File: src/rtl/sub_pkg.sv
// Shared definitions for the bit-serial subtractor: FSM state encoding and width limit.
package sub_pkg;

    typedef enum logic [1:0] {
        IDLE = 2'd0,
        RUN  = 2'd1,
        DONE = 2'd2
    } state_e;

    localparam int MAX_WIDTH = 16;

endpackage

File: src/rtl/serial_subtractor_if.sv
// Start/done handshake and operand/result bundle between the board top level and the subtractor.
interface serial_subtractor_if #(
    parameter int WIDTH = 4
);
    logic             start;
    logic [WIDTH-1:0] a;
    logic [WIDTH-1:0] b;
    logic             ready;
    logic             busy;
    logic             done;
    logic [WIDTH-1:0] diff;
    logic             borrow_out;

    modport master (
        output start, a, b,
        input  ready, busy, done, diff, borrow_out
    );

    modport slave (
        input  start, a, b,
        output ready, busy, done, diff, borrow_out
    );
endinterface

File: src/rtl/full_subtractor.sv
// Single-bit full subtractor cell: d = x - y - bin with borrow out.
module full_subtractor (
    input  logic x_i,
    input  logic y_i,
    input  logic bin_i,
    output logic d_o,
    output logic bout_o
);
    assign d_o    = x_i ^ y_i ^ bin_i;
    assign bout_o = (~x_i & y_i) | (~(x_i ^ y_i) & bin_i);
endmodule

File: src/rtl/serial_subtractor.sv
// Bit-serial a - b, LSB first, one full-subtractor cell reused every RUN cycle.
module serial_subtractor
    import sub_pkg::*;
#(
    parameter  int WIDTH = 4,
    localparam int CNT_W = $clog2(WIDTH) + 1
) (
    input  logic               clk,
    input  logic               rst,
    serial_subtractor_if.slave bus
);
    localparam logic [CNT_W-1:0] LAST_CNT = CNT_W'(WIDTH - 1);

    state_e           state_q, state_d;
    logic [WIDTH-1:0] a_sr_q, a_sr_d;
    logic [WIDTH-1:0] b_sr_q, b_sr_d;
    logic [WIDTH-1:0] res_q, res_d;
    logic             borrow_q, borrow_d;
    logic [CNT_W-1:0] cnt_q, cnt_d;
    logic [WIDTH-1:0] diff_q, diff_d;
    logic             bout_q, bout_d;

    logic cell_d;
    logic cell_bout;

    full_subtractor u_cell (
        .x_i    (a_sr_q[0]),
        .y_i    (b_sr_q[0]),
        .bin_i  (borrow_q),
        .d_o    (cell_d),
        .bout_o (cell_bout)
    );

    always_comb begin
        state_d  = state_q;
        a_sr_d   = a_sr_q;
        b_sr_d   = b_sr_q;
        res_d    = res_q;
        borrow_d = borrow_q;
        cnt_d    = cnt_q;
        diff_d   = diff_q;
        bout_d   = bout_q;
        case (state_q)
            IDLE: begin
                if (bus.start) begin
                    a_sr_d   = bus.a;
                    b_sr_d   = bus.b;
                    borrow_d = 1'b0;
                    cnt_d    = '0;
                    state_d  = RUN;
                end
            end
            RUN: begin
                a_sr_d   = a_sr_q >> 1;
                b_sr_d   = b_sr_q >> 1;
                res_d    = {cell_d, res_q[WIDTH-1:1]};
                borrow_d = cell_bout;
                cnt_d    = cnt_q + 1'b1;
                // The final bit lands in res_d on this same edge, so publish res_d, not res_q.
                if (cnt_q == LAST_CNT) begin
                    diff_d  = res_d;
                    bout_d  = cell_bout;
                    state_d = DONE;
                end
            end
            DONE: begin
                state_d = IDLE;
            end
            default: begin
                state_d = IDLE;
            end
        endcase
    end

    always_ff @(posedge clk) begin
        if (rst) begin
            state_q  <= IDLE;
            a_sr_q   <= '0;
            b_sr_q   <= '0;
            res_q    <= '0;
            borrow_q <= 1'b0;
            cnt_q    <= '0;
            diff_q   <= '0;
            bout_q   <= 1'b0;
        end else begin
            state_q  <= state_d;
            a_sr_q   <= a_sr_d;
            b_sr_q   <= b_sr_d;
            res_q    <= res_d;
            borrow_q <= borrow_d;
            cnt_q    <= cnt_d;
            diff_q   <= diff_d;
            bout_q   <= bout_d;
        end
    end

    assign bus.ready      = (state_q == IDLE);
    assign bus.busy       = (state_q == RUN);
    assign bus.done       = (state_q == DONE);
    assign bus.diff       = diff_q;
    assign bus.borrow_out = bout_q;

endmodule

File: src/flat_wrapper.sv
// flat-port wrapper written by rule: the top's interface ports become plain ports
module serial_subtractor_flat import sub_pkg::*;
#(
    parameter  int WIDTH = 4,
    localparam int CNT_W = $clog2(WIDTH) + 1
)
  (clk, rst, bus_start, bus_a, bus_b, bus_ready, bus_busy, bus_done, bus_diff, bus_borrow_out);
  serial_subtractor_if #(.WIDTH(WIDTH)) bus_i ();
  input  logic clk;
  input  logic rst;
  input wire logic [$bits(bus_i.start)-1:0] bus_start;
  input wire logic [$bits(bus_i.a)-1:0] bus_a;
  input wire logic [$bits(bus_i.b)-1:0] bus_b;
  output wire logic [$bits(bus_i.ready)-1:0] bus_ready;
  output wire logic [$bits(bus_i.busy)-1:0] bus_busy;
  output wire logic [$bits(bus_i.done)-1:0] bus_done;
  output wire logic [$bits(bus_i.diff)-1:0] bus_diff;
  output wire logic [$bits(bus_i.borrow_out)-1:0] bus_borrow_out;
  assign bus_i.start = bus_start;
  assign bus_i.a = bus_a;
  assign bus_i.b = bus_b;
  assign bus_ready = bus_i.ready;
  assign bus_busy = bus_i.busy;
  assign bus_done = bus_i.done;
  assign bus_diff = bus_i.diff;
  assign bus_borrow_out = bus_i.borrow_out;
  serial_subtractor #(.WIDTH(WIDTH)) u_core (.clk(clk), .rst(rst), .bus(bus_i));
endmodule
File: config.mk
export PLATFORM = sky130hd
export DESIGN_NAME = serial_subtractor_flat
export DESIGN_NICKNAME = d
export VERILOG_FILES = /design/src/rtl/sub_pkg.sv /design/src/rtl/serial_subtractor_if.sv /design/src/rtl/full_subtractor.sv /design/src/rtl/serial_subtractor.sv /design/src/flat_wrapper.sv
export SDC_FILE = /design/constraint.sdc
export NUM_CORES = 1
export LEC_CHECK = 0
export BUFFER_PORTS_ARGS = -buffer_cell sky130_fd_sc_hd__buf_2
export CELL_PAD_IN_SITES_DETAIL_PLACEMENT = 0
export CELL_PAD_IN_SITES_GLOBAL_PLACEMENT = 1
export CORE_MARGIN = 1.5
export CORE_UTILIZATION = 39
export CTS_BUF_LIST = sky130_fd_sc_hd__clkbuf_4
export DETAILED_ROUTE_END_ITERATION = 12
export PLACE_DENSITY_LB_ADDON = 0.1
export SLEW_MARGIN = 5
export SYNTH_ARGS = -nofsm -noshare
export SYNTH_HDL_FRONTEND = slang
export SYNTH_SLANG_ARGS = --single-unit
export TNS_END_PERCENT = 5
File: constraint.sdc
create_clock -name clk -period 1.9 [get_ports clk]
set_clock_uncertainty 0.2 [all_clocks]
set_input_delay 0.38 -clock clk [delete_from_list [all_inputs] [get_ports clk]]
set_output_delay 0.38 -clock clk [all_outputs]
set_load 0.005 [all_outputs]
==> results of run 1 <==
[metrics by stage]
step	power, mW	std cells	instance area, µm²	utilization [%]	hold WS [ns]
2_1_floorplan	0.5806	108	942.2	-	0.2366
3_3_place_gp	0.6029	147	1018	45.17	0.2446
3_5_place_dp	0.6050	147	1018	45.17	0.2471
4_1_cts	0.8236	150	1042	46.23	0.1107
5_1_grt	0.8514	150	1046	46.39	0.1229
6_report	0.8049	150	1046	46.39	0.1260
[cells in the mapped netlist, types with 3 or more instances]
cell and n:
nand2_1 8, nor4_1 5, nand3_1 4, a21oi_1 9
clkbuf_1 3, nand3b_1 3, dfxtp_1 22, buf_4 3
nor2_1 23, inv_1 3
[power by group through the flow]
stage / Sequential [mW] / Clock, mW / Combinational [mW]
after floorplan: 0.502 / 0 / 0.0785
after global placement: 0.508 / 0 / 0.0947
after detailed placement: 0.508 / 0 / 0.0965
after CTS: 0.499 / 0.228 / 0.0973
after global routing: 0.501 / 0.240 / 0.110
final: 0.498 / 0.210 / 0.0968
[worst paths after layout]
path | cells past startpoint | startpoint | slack, ns | to
hold reg to reg | 2 | u_core.bus.diff[1] | 0.26 | u_core.bus.diff[1]
hold / removal | 3 | bus_b[3] | 0.13 | u_core.b_sr_q[3]
setup reg to reg | 5 | u_core.cnt_q[0] | 0.38 | u_core.bus.borrow_out
setup / recovery | 3 | u_core.state_q[0] | 0.13 | bus_busy
[area by class of cell]
class,count,area (µm²),share of cell area [%]
clock buffer,3,22.52,2.153
sequential,22,442.9,42.34
tap,28,35.03,3.349
multi-input combinational,74,430.4,41.15
inverter,4,17.52,1.675
timing repair buffer,19,97.59,9.330
[registers in the layout (all words and copies together) (netlist names)]
register	cells
u_core.a_sr_q	4
u_core.b_sr_q	4
u_core.bus.diff	4
u_core.cnt_q	3
u_core.res_q	3
u_core.state_q	2
u_core.borrow_q	1
u_core.bus.borrow_out	1
[cell usage in the layout (no fill, tap or decap), types with 3 or more instances in the layout]
master,n
inv_1,3
dfxtp_1,20
nand3_1,4
clkbuf_4,3
nor4_1,5
a21oi_1,9
nor2_1,23
nand3b_1,3
nand2_1,8
buf_2,18
[kinds of logic after synthesis]
group	Yosys count	synth area share, %
compound gates	19	13.55
fa+ha+maj	3	4.781
buf+inv	12	7.569
flops	22	46.75
mux	2	2.125
simple gates	50	25.23
[layer usage]
metal	vias up	wire length, µm	global-route usage, %
met5	-	0	0
met4	0	14	3.846
met3	2	86	6.034
met2	15	874	25.53
met1	334	856	17.44
li1	394	-	-
[worst max-delay path: cells and delay by family (launching register included)]
family        cells  cell delay (ns)
buf+inv           2             0.29
simple gates      1             0.14
flops             1             0.45
[repair_timing]
action | in CTS | in global routing
endpoints found under the hold margin | 0 | 0
endpoints found under the setup margin | 1 | 1
gates resized for setup | 1 | 2
==> impl_metrics.env, run 1 <==
export IMPL_status="complete, no violations"
export IMPL_cp_cell_sequence="nand2b_1 -> inv_4 -> buf_2"
export IMPL_ys_flop_type="dfxtp_1"
export IMPL_clock_power_share_pct=26.1
export IMPL_comb_power_share_pct=12.0
export IMPL_yosysTopAreaCell="dfxtp_1"
export IMPL_antenna_found_initial=0
export IMPL_synth_seq_cells=22
export IMPL_p_int_uw=598.8
export IMPL_path_max_fanout=14
export IMPL_pwr_density_cell_nw_per_um2=769.5
export IMPL_ant_nets=0
export IMPL_synth_cells=108
export IMPL_critPathLaunchType="flop"
export IMPL_gp_congestion=0.6937
export IMPL_clk_pin_slew_ns=0.12
export IMPL_crit_required_ns=1.32
export IMPL_p_sw_uw=206.1
export IMPL_setup_tns_ns=0
export IMPL_num_fill_cells=254
export IMPL_grt_util_all_layers_pct=15.00
export IMPL_path_class="flop to output pin"
export IMPL_p_seq_share_pct=61.9
export IMPL_clock_path_buffers=2
export IMPL_hold_viol=0
export IMPL_min_path_type="primary input to flop"
export IMPL_dr_pass1_iters=4
export IMPL_critical_path_arrival_ns=1.19
export IMPL_yosysUniqueCellTypes=29
export IMPL_ys_top_cells_by_area="dfxtp_1 47%, nor2_1 9.2%, a21oi_1 4.8%"
export IMPL_postSynth_asyncResetShare_pct=0
export IMPL_yosysTopAreaCellShare_pct=46.75
export IMPL_num_rows=17
export IMPL_rsz0062_at_grt="false"
export IMPL_drc=0
export IMPL_cts_hold_buf=0
export IMPL_synth_seq_area_share_pct=46.75
export IMPL_yosysWarnings=0
export IMPL_grt_pass1_vias=679
export IMPL_max_slew_margin_pct=71.98
export IMPL_htreeDepth=1
export IMPL_post_drt_via_cell_ratio=4.967
export IMPL_grt_max_degree=23
export IMPL_nets=138
export IMPL_p_leak_nw=0.4307
export IMPL_period_needed_ns=1.767
export IMPL_cts_buffers=3
export IMPL_fmax_mhz=566.1
export IMPL_clk_latency_ns=0.31
export IMPL_synth_area_um2=942.2
export IMPL_clock_tree_root_cell="clkbuf_4"
export IMPL_port_buffers=18
export IMPL_cts_setup_buffers=0
export IMPL_wl_per_cell_um=12.21
export IMPL_slew_viol_final=0
export IMPL_cts_tree="done"
export IMPL_timing_final_ws_setup_ns=0.1335
export IMPL_period_share_pct=92.98
export IMPL_ir_drop_uv=527.6
export IMPL_clkSinkCount=22
export IMPL_dp_hpwl_um=1263
export IMPL_die_h_um=52.15
export IMPL_coreArea_um2=2255
export IMPL_tightestPinTransition_ns=0.4195
export IMPL_synth_fp_nets=122
export IMPL_grt_pass1_wl_um=2946
export IMPL_setup_viol=0
export IMPL_critPathSlowestCell="dfxtp_2"
export IMPL_drtIter0Drc=11
export IMPL_fp_dieW_um=52.15
export IMPL_die_area_um2=2720
export IMPL_routed_wl_um=1832
export IMPL_ios=19
export IMPL_slowest_delay_ns=0.45
export IMPL_initial_utilization_pct=41.79
export IMPL_drive_above_1_share_pct=24.59
export IMPL_grt_remaining_overflow=0
export IMPL_synth_avg_cell_area_um2=8.724
export IMPL_drv_cap=0
export IMPL_diodes=0
export IMPL_p_sw_share_pct=25.61
export IMPL_pre_cts_slack_ns=0.3072
export IMPL_synth_edf_count=0
export IMPL_vias=745
export IMPL_area_delta_synth_final_pct=11.02
export IMPL_end_kind="output pin"
Power figures use the tool's default switching activity.
==> inputs of run 2 (changes only) <==
==> constraint.sdc (replaced) <==
create_clock -name clk -period 1.9 [get_ports clk]
set_clock_uncertainty 0.2 [all_clocks]
set_input_delay 0.095 -clock clk [delete_from_list [all_inputs] [get_ports clk]]
set_output_delay 0.095 -clock clk [all_outputs]
set_load 0.005 [all_outputs]
==> run 2 against run 1 <==
Routed wire length down 0.11%. Register-to-register slack got worse by 0.19 ns. Clock power hardly changed. Non-clock buffer count increased by 12. Global-route usage hardly changed. Die area is the same. Sequential share of layout area down 4.5 points. Critical path type is now flop to flop.
==> impl_metrics.env, run 2 (synthesized netlist as in run 1, its figures left out) <==
export IMPL_setup_viol=0
export IMPL_p_sw_share_pct=25.11
export IMPL_dp_cells=148
export IMPL_slew_viol_final=0
export IMPL_vias=797
export IMPL_drive_above_1_share_pct=21.48
export IMPL_die_area_um2=2720
export IMPL_p_sw_uw=206.8
export IMPL_fmax_mhz=586.4
export IMPL_cts_buffers=3
export IMPL_antenna_found_initial=0
export IMPL_rsz0062_at_grt="false"
export IMPL_p_seq_share_pct=60.2
export IMPL_ant_nets=0
export IMPL_p_int_uw=617.0
export IMPL_clock_tree_root_cell="clkbuf_4"
export IMPL_seq_area_um2=440.4
export IMPL_clkSinkCount=22
export IMPL_clock_path_buffers=2
export IMPL_num_rows=17
export IMPL_path_class="flop to flop"
export IMPL_cts_resized_gates=0
export IMPL_cts_setup_buffers=0
export IMPL_path_max_fanout=6
export IMPL_initial_utilization_pct=41.79
export IMPL_fp_dieW_um=52.15
export IMPL_routed_wl_um=1830
export IMPL_min_path_type="flop to flop"
export IMPL_max_slew_margin_pct=68.53
export IMPL_grt_util_all_layers_pct=14.97
export IMPL_ios=19
export IMPL_dp_hpwl_um=1227
export IMPL_end_kind="flop"
export IMPL_crit_required_ns=1.90
export IMPL_pwr_density_cell_nw_per_um2=708.8
export IMPL_grt_max_degree=23
export IMPL_clock_power_share_pct=25.7
export IMPL_ff2ff_path_depth=5
export IMPL_holdPathEnd="u_core.bus.diff[1]"
export IMPL_num_fill_cells=243
export IMPL_multi_input_area_um2=430.4
export IMPL_rrSetupSlack_ns=0.19
export IMPL_drtIter0Drc=11
export IMPL_period_needed_ns=1.705
export IMPL_cts_hold_buf=11
export IMPL_port_buffers=18
export IMPL_grt_remaining_overflow=0
export IMPL_drc=0
export IMPL_hold_viol=0
export IMPL_dr_pass1_iters=4
export IMPL_r2r_start="u_core.state_q[0]"
export IMPL_drv_cap=0
export IMPL_critPathLaunchType="flop"
export IMPL_area_delta_synth_final_pct=23.37
export IMPL_wl_per_cell_um=11.23
export IMPL_period_share_pct=89.76
export IMPL_tightestPinTransition_ns=0.4711
export IMPL_setup_tns_ns=0
export IMPL_grt_pass1_wl_um=3015
export IMPL_min_path_cells=2
export IMPL_post_drt_via_cell_ratio=4.890
export IMPL_clk_latency_ns=0.30
export IMPL_gp_congestion=0.7121
export IMPL_clk_pin_slew_ns=0.12
export IMPL_coreArea_um2=2255
export IMPL_critical_path_arrival_ns=1.71
export IMPL_diodes=0
export IMPL_status="complete, no violations"
export IMPL_final_common_cell="nor2_1"
export IMPL_comb_power_share_pct=14.2
export IMPL_rr_endpoint="u_core.b_sr_q[3]"
export IMPL_die_h_um=52.15
export IMPL_grt_pass1_vias=707
export IMPL_ir_drop_uv=522.4
export IMPL_holdCritStartpoint="u_core.bus.diff[1]"
export IMPL_nets=150
export IMPL_cts_tree="done"
export IMPL_layout_common_cells="23 x nor2_1, 22 x dfxtp_1, 18 x buf_2, 11 x dlygate4sd3_1, 9 x a21oi_1"
export IMPL_stdcell_count=163
export IMPL_p_leak_nw=0.4848
export IMPL_htreeDepth=1
==> run 2: cell count changes in the layout (fill, tap and decap cells not counted), sizes merged <==
cell,previous run,this run
buf,19,20
dlygate4sd3,0,11
clkinv,0,1
==> run 2: layer usage <==
layer	wire length [µm]	global-route usage, %	up-vias
li1	-	-	423
met1	959	20.65	359
met2	789	22.15	13
met3	66	2.874	2
met4	14	7.692	0
met5	0	0	-
==> run 2: through the flow <==
stage	total power, mW	utilization [%]	instance area, µm²	hold WS (ns)	worst slack (ns)
floorplan	0.5806	-	942.2	-0.03614	0.4357
global placement	0.6054	45.51	1026	0.1699	0.2778
detailed placement	0.6064	45.51	1026	0.1740	0.2822
CTS	0.8397	51.55	1162	0.2655	0.1867
global route	0.8766	51.55	1162	0.2942	0.09995
finish	0.8238	51.55	1162	0.2623	0.1946
==> run 2: worst max-delay path by stage <==
| stage | slack (ns) | cells past startpoint | end | from |
|---|---|---|---|---|
| after floorplan | 0.44 | 6 | u_core.bus.borrow_out | u_core.cnt_q[0] |
| after global placement | 0.28 | 5 | u_core.bus.borrow_out | u_core.cnt_q[0] |
| after detailed placement | 0.28 | 5 | u_core.bus.borrow_out | u_core.cnt_q[0] |
| after CTS | 0.19 | 5 | u_core.b_sr_q[3] | u_core.state_q[0] |
| after global routing | 0.1 | 5 | u_core.b_sr_q[3] | u_core.state_q[0] |
| final | 0.19 | 5 | u_core.b_sr_q[3] | u_core.state_q[0] |
==> run 2: power groups by stage <==
| stage | Combinational [mW] | Sequential, mW | Clock (mW) |
|---|---|---|---|
| finish | 0.117 | 0.496 | 0.212 |
| global placement | 0.0987 | 0.507 | 0 |
| detailed placement | 0.100 | 0.506 | 0 |
| global route | 0.132 | 0.499 | 0.246 |
| CTS | 0.118 | 0.496 | 0.226 |
| floorplan | 0.0785 | 0.502 | 0 |
==> run 2: layout make-up <==
class	instances	share of cell area, %
clock buffers	3	1.938
clock inverters	1	0.3229
inverters	4	1.292
multi-input cells	74	37.03
flip-flops and latches	22	37.89
well taps	28	3.014
repair buffers	31	18.51
==> run 2: critical path, stage by stage (launching register included) <==
cell,delay [ns]
dfxtp_1,0.42
buf_4,0.17
nor2_1,0.05
o21ai_0,0.14
a21oi_1,0.08
dlygate4sd3_1,0.56
==> inputs of run 3 (changes only) <==
--- a/config.mk
+++ b/config.mk
@@ -13,6 +13,7 @@
 export CTS_BUF_LIST = sky130_fd_sc_hd__clkbuf_4
 export DETAILED_ROUTE_END_ITERATION = 12
 export PLACE_DENSITY_LB_ADDON = 0.1
+export RECOVER_POWER = 100
 export SLEW_MARGIN = 5
 export SYNTH_ARGS = -nofsm -noshare
 export SYNTH_HDL_FRONTEND = slang
==> run 3 against run 2 <==
Setup slack got worse by 0.016 ns. Core utilization fell by 0.39 points. Total power fell by 0.24%. Global-route usage did not move. Flip-flop and latch count did not move. Worst hold slack barely moved. Critical path depth rose by 1. Sequential share of layout area rose by 0.29 points.
==> impl_metrics.env, run 3 (synthesized netlist as in run 1, its figures left out) <==
export IMPL_status="complete, no violations"
export IMPL_rsz0062_at_grt="false"
export IMPL_drive_above_1_share_pct=17.78
export IMPL_p_leak_nw=0.4676
export IMPL_routed_wl_um=1829
export IMPL_coreArea_um2=2255
export IMPL_drtIter0Drc=12
export IMPL_final_common_cell="nor2_1"
export IMPL_num_rows=17
export IMPL_die_area_um2=2720
export IMPL_holdCritStartpoint="u_core.bus.diff[2]"
export IMPL_min_path_type="flop to flop"
export IMPL_ff2ff_path_depth=5
export IMPL_pwr_density_cell_nw_per_um2=712.4
export IMPL_clk_pin_slew_ns=0.12
export IMPL_post_drt_via_cell_ratio=4.871
export IMPL_critical_path_arrival_ns=1.77
export IMPL_rr_endpoint="u_core.b_sr_q[3]"
export IMPL_wl_per_cell_um=11.22
export IMPL_slew_viol_final=0
export IMPL_area_delta_synth_final_pct=22.44
export IMPL_period_needed_ns=1.721
export IMPL_min_path_cells=2
export IMPL_r2r_start="u_core.state_q[0]"
export IMPL_max_slew_margin_pct=68.19
export IMPL_clock_path_buffers=2
export IMPL_holdPathEnd="u_core.bus.diff[2]"
export IMPL_htreeDepth=1
export IMPL_path_max_fanout=6
export IMPL_hold_viol=0
export IMPL_cts_resized_gates=0
export IMPL_crit_required_ns=1.95
export IMPL_gp_congestion=0.7121
export IMPL_fmax_mhz=581.0
export IMPL_ios=19
export IMPL_clk_latency_ns=0.30
export IMPL_fin_util_pct=51.17
export IMPL_clock_tree_root_cell="clkbuf_4"
export IMPL_dp_cells=148
export IMPL_stdcell_count=163
export IMPL_cts_buffers=3
export IMPL_cts_setup_buffers=0
export IMPL_critPathLaunchType="primary input"
export IMPL_antenna_found_initial=0
export IMPL_cts_tree="done"
export IMPL_vias=794
export IMPL_fp_dieW_um=52.15
export IMPL_ant_nets=0
export IMPL_end_kind="flop"
export IMPL_period_share_pct=90.59
export IMPL_grt_remaining_overflow=0
export IMPL_initial_utilization_pct=41.79
export IMPL_path_class="primary input to flop"
export IMPL_grt_pass1_wl_um=3015
export IMPL_setup_tns_ns=0
export IMPL_setup_viol=0
export IMPL_diodes=0
export IMPL_num_fill_cells=245
export IMPL_layout_common_cells="23 x nor2_1, 22 x dfxtp_1, 14 x buf_2, 11 x dlygate4sd3_1, 9 x a21oi_1"
export IMPL_drv_cap=0
export IMPL_grt_util_all_layers_pct=14.97
export IMPL_die_h_um=52.15
export IMPL_rrSetupSlack_ns=0.19
export IMPL_dr_pass1_iters=4
export IMPL_nets=150
export IMPL_port_buffers=18
export IMPL_tightestPinTransition_ns=0.4761
export IMPL_clkSinkCount=22
export IMPL_grt_max_degree=23
export IMPL_drc=0
export IMPL_dp_hpwl_um=1227
export IMPL_grt_pass1_vias=707
export IMPL_ir_drop_uv=522.4
==> run 3: routing by layer <==
| layer | track usage (%) | vias to the layer above | part of all wire (%) |
|---|---|---|---|
| li1 | - | 422 | - |
| met1 | 20.65 | 359 | 53 |
| met2 | 22.15 | 11 | 43 |
| met3 | 2.874 | 2 | 3.5 |
| met4 | 7.692 | 0 | 0.77 |
| met5 | 0 | - | 0 |
==> run 3: area by class of cell <==
cell class                      count  area [µm²]  share of cell area (%)
Inverter                            4       15.01                   1.302
Clock buffer                        3       22.52                   1.952
Clock inverter                      1       3.754                  0.3254
Sequential cell                    22       440.4                   38.18
Timing Repair Buffer               31       206.4                   17.90
Tap cell                           28       35.03                   3.037
Multi-Input combinational cell     74       430.4                   37.31
==> run 3: power breakdown <==
group	total, mW	switching (mW)	internal, mW
clock	0.211	0.135	0.0765
sequential	0.496	0.0132	0.483
combinational	0.115	0.0588	0.0559
total	0.822	0.207	0.615
==> run 3: worst max path at each step <==
stage	start	endpoint	slack [ns]	cells after the start
after detailed placement	u_core.cnt_q[0]	u_core.bus.borrow_out	0.28	5
after CTS	u_core.state_q[0]	u_core.b_sr_q[3]	0.19	5
after global placement	u_core.cnt_q[0]	u_core.bus.borrow_out	0.28	5
after global routing	bus_start	u_core.b_sr_q[3]	0.07	6
after floorplan	u_core.cnt_q[0]	u_core.bus.borrow_out	0.44	6
final	bus_start	u_core.b_sr_q[3]	0.18	6
==> run 3: per-stage QoR <==
stage	hold WS [ns]	worst slack [ns]	power (mW)	instance area, µm²
detailed placement	0.1740	0.2822	0.6064	1026
global route	0.2942	0.07493	0.8746	1154
CTS	0.2655	0.1867	0.8397	1162
global placement	0.1699	0.2778	0.6054	1026
floorplan	-0.03614	0.4357	0.5806	942.2
finish	0.2624	0.1789	0.8219	1154
==> run 3: critical path, stage by stage <==
cell and delay (ns):
dlygate4sd3_1 0.52, clkbuf_1 0.20, nor2b_1 0.19, nand3b_1 0.10, a21oi_1 0.12, dlygate4sd3_1 0.55
==> run 3: repair_timing <==
action                                 CTS  global route
endpoints found under the hold margin   14             0
hold buffers                            11             0
setup endpoints to repair                0             0
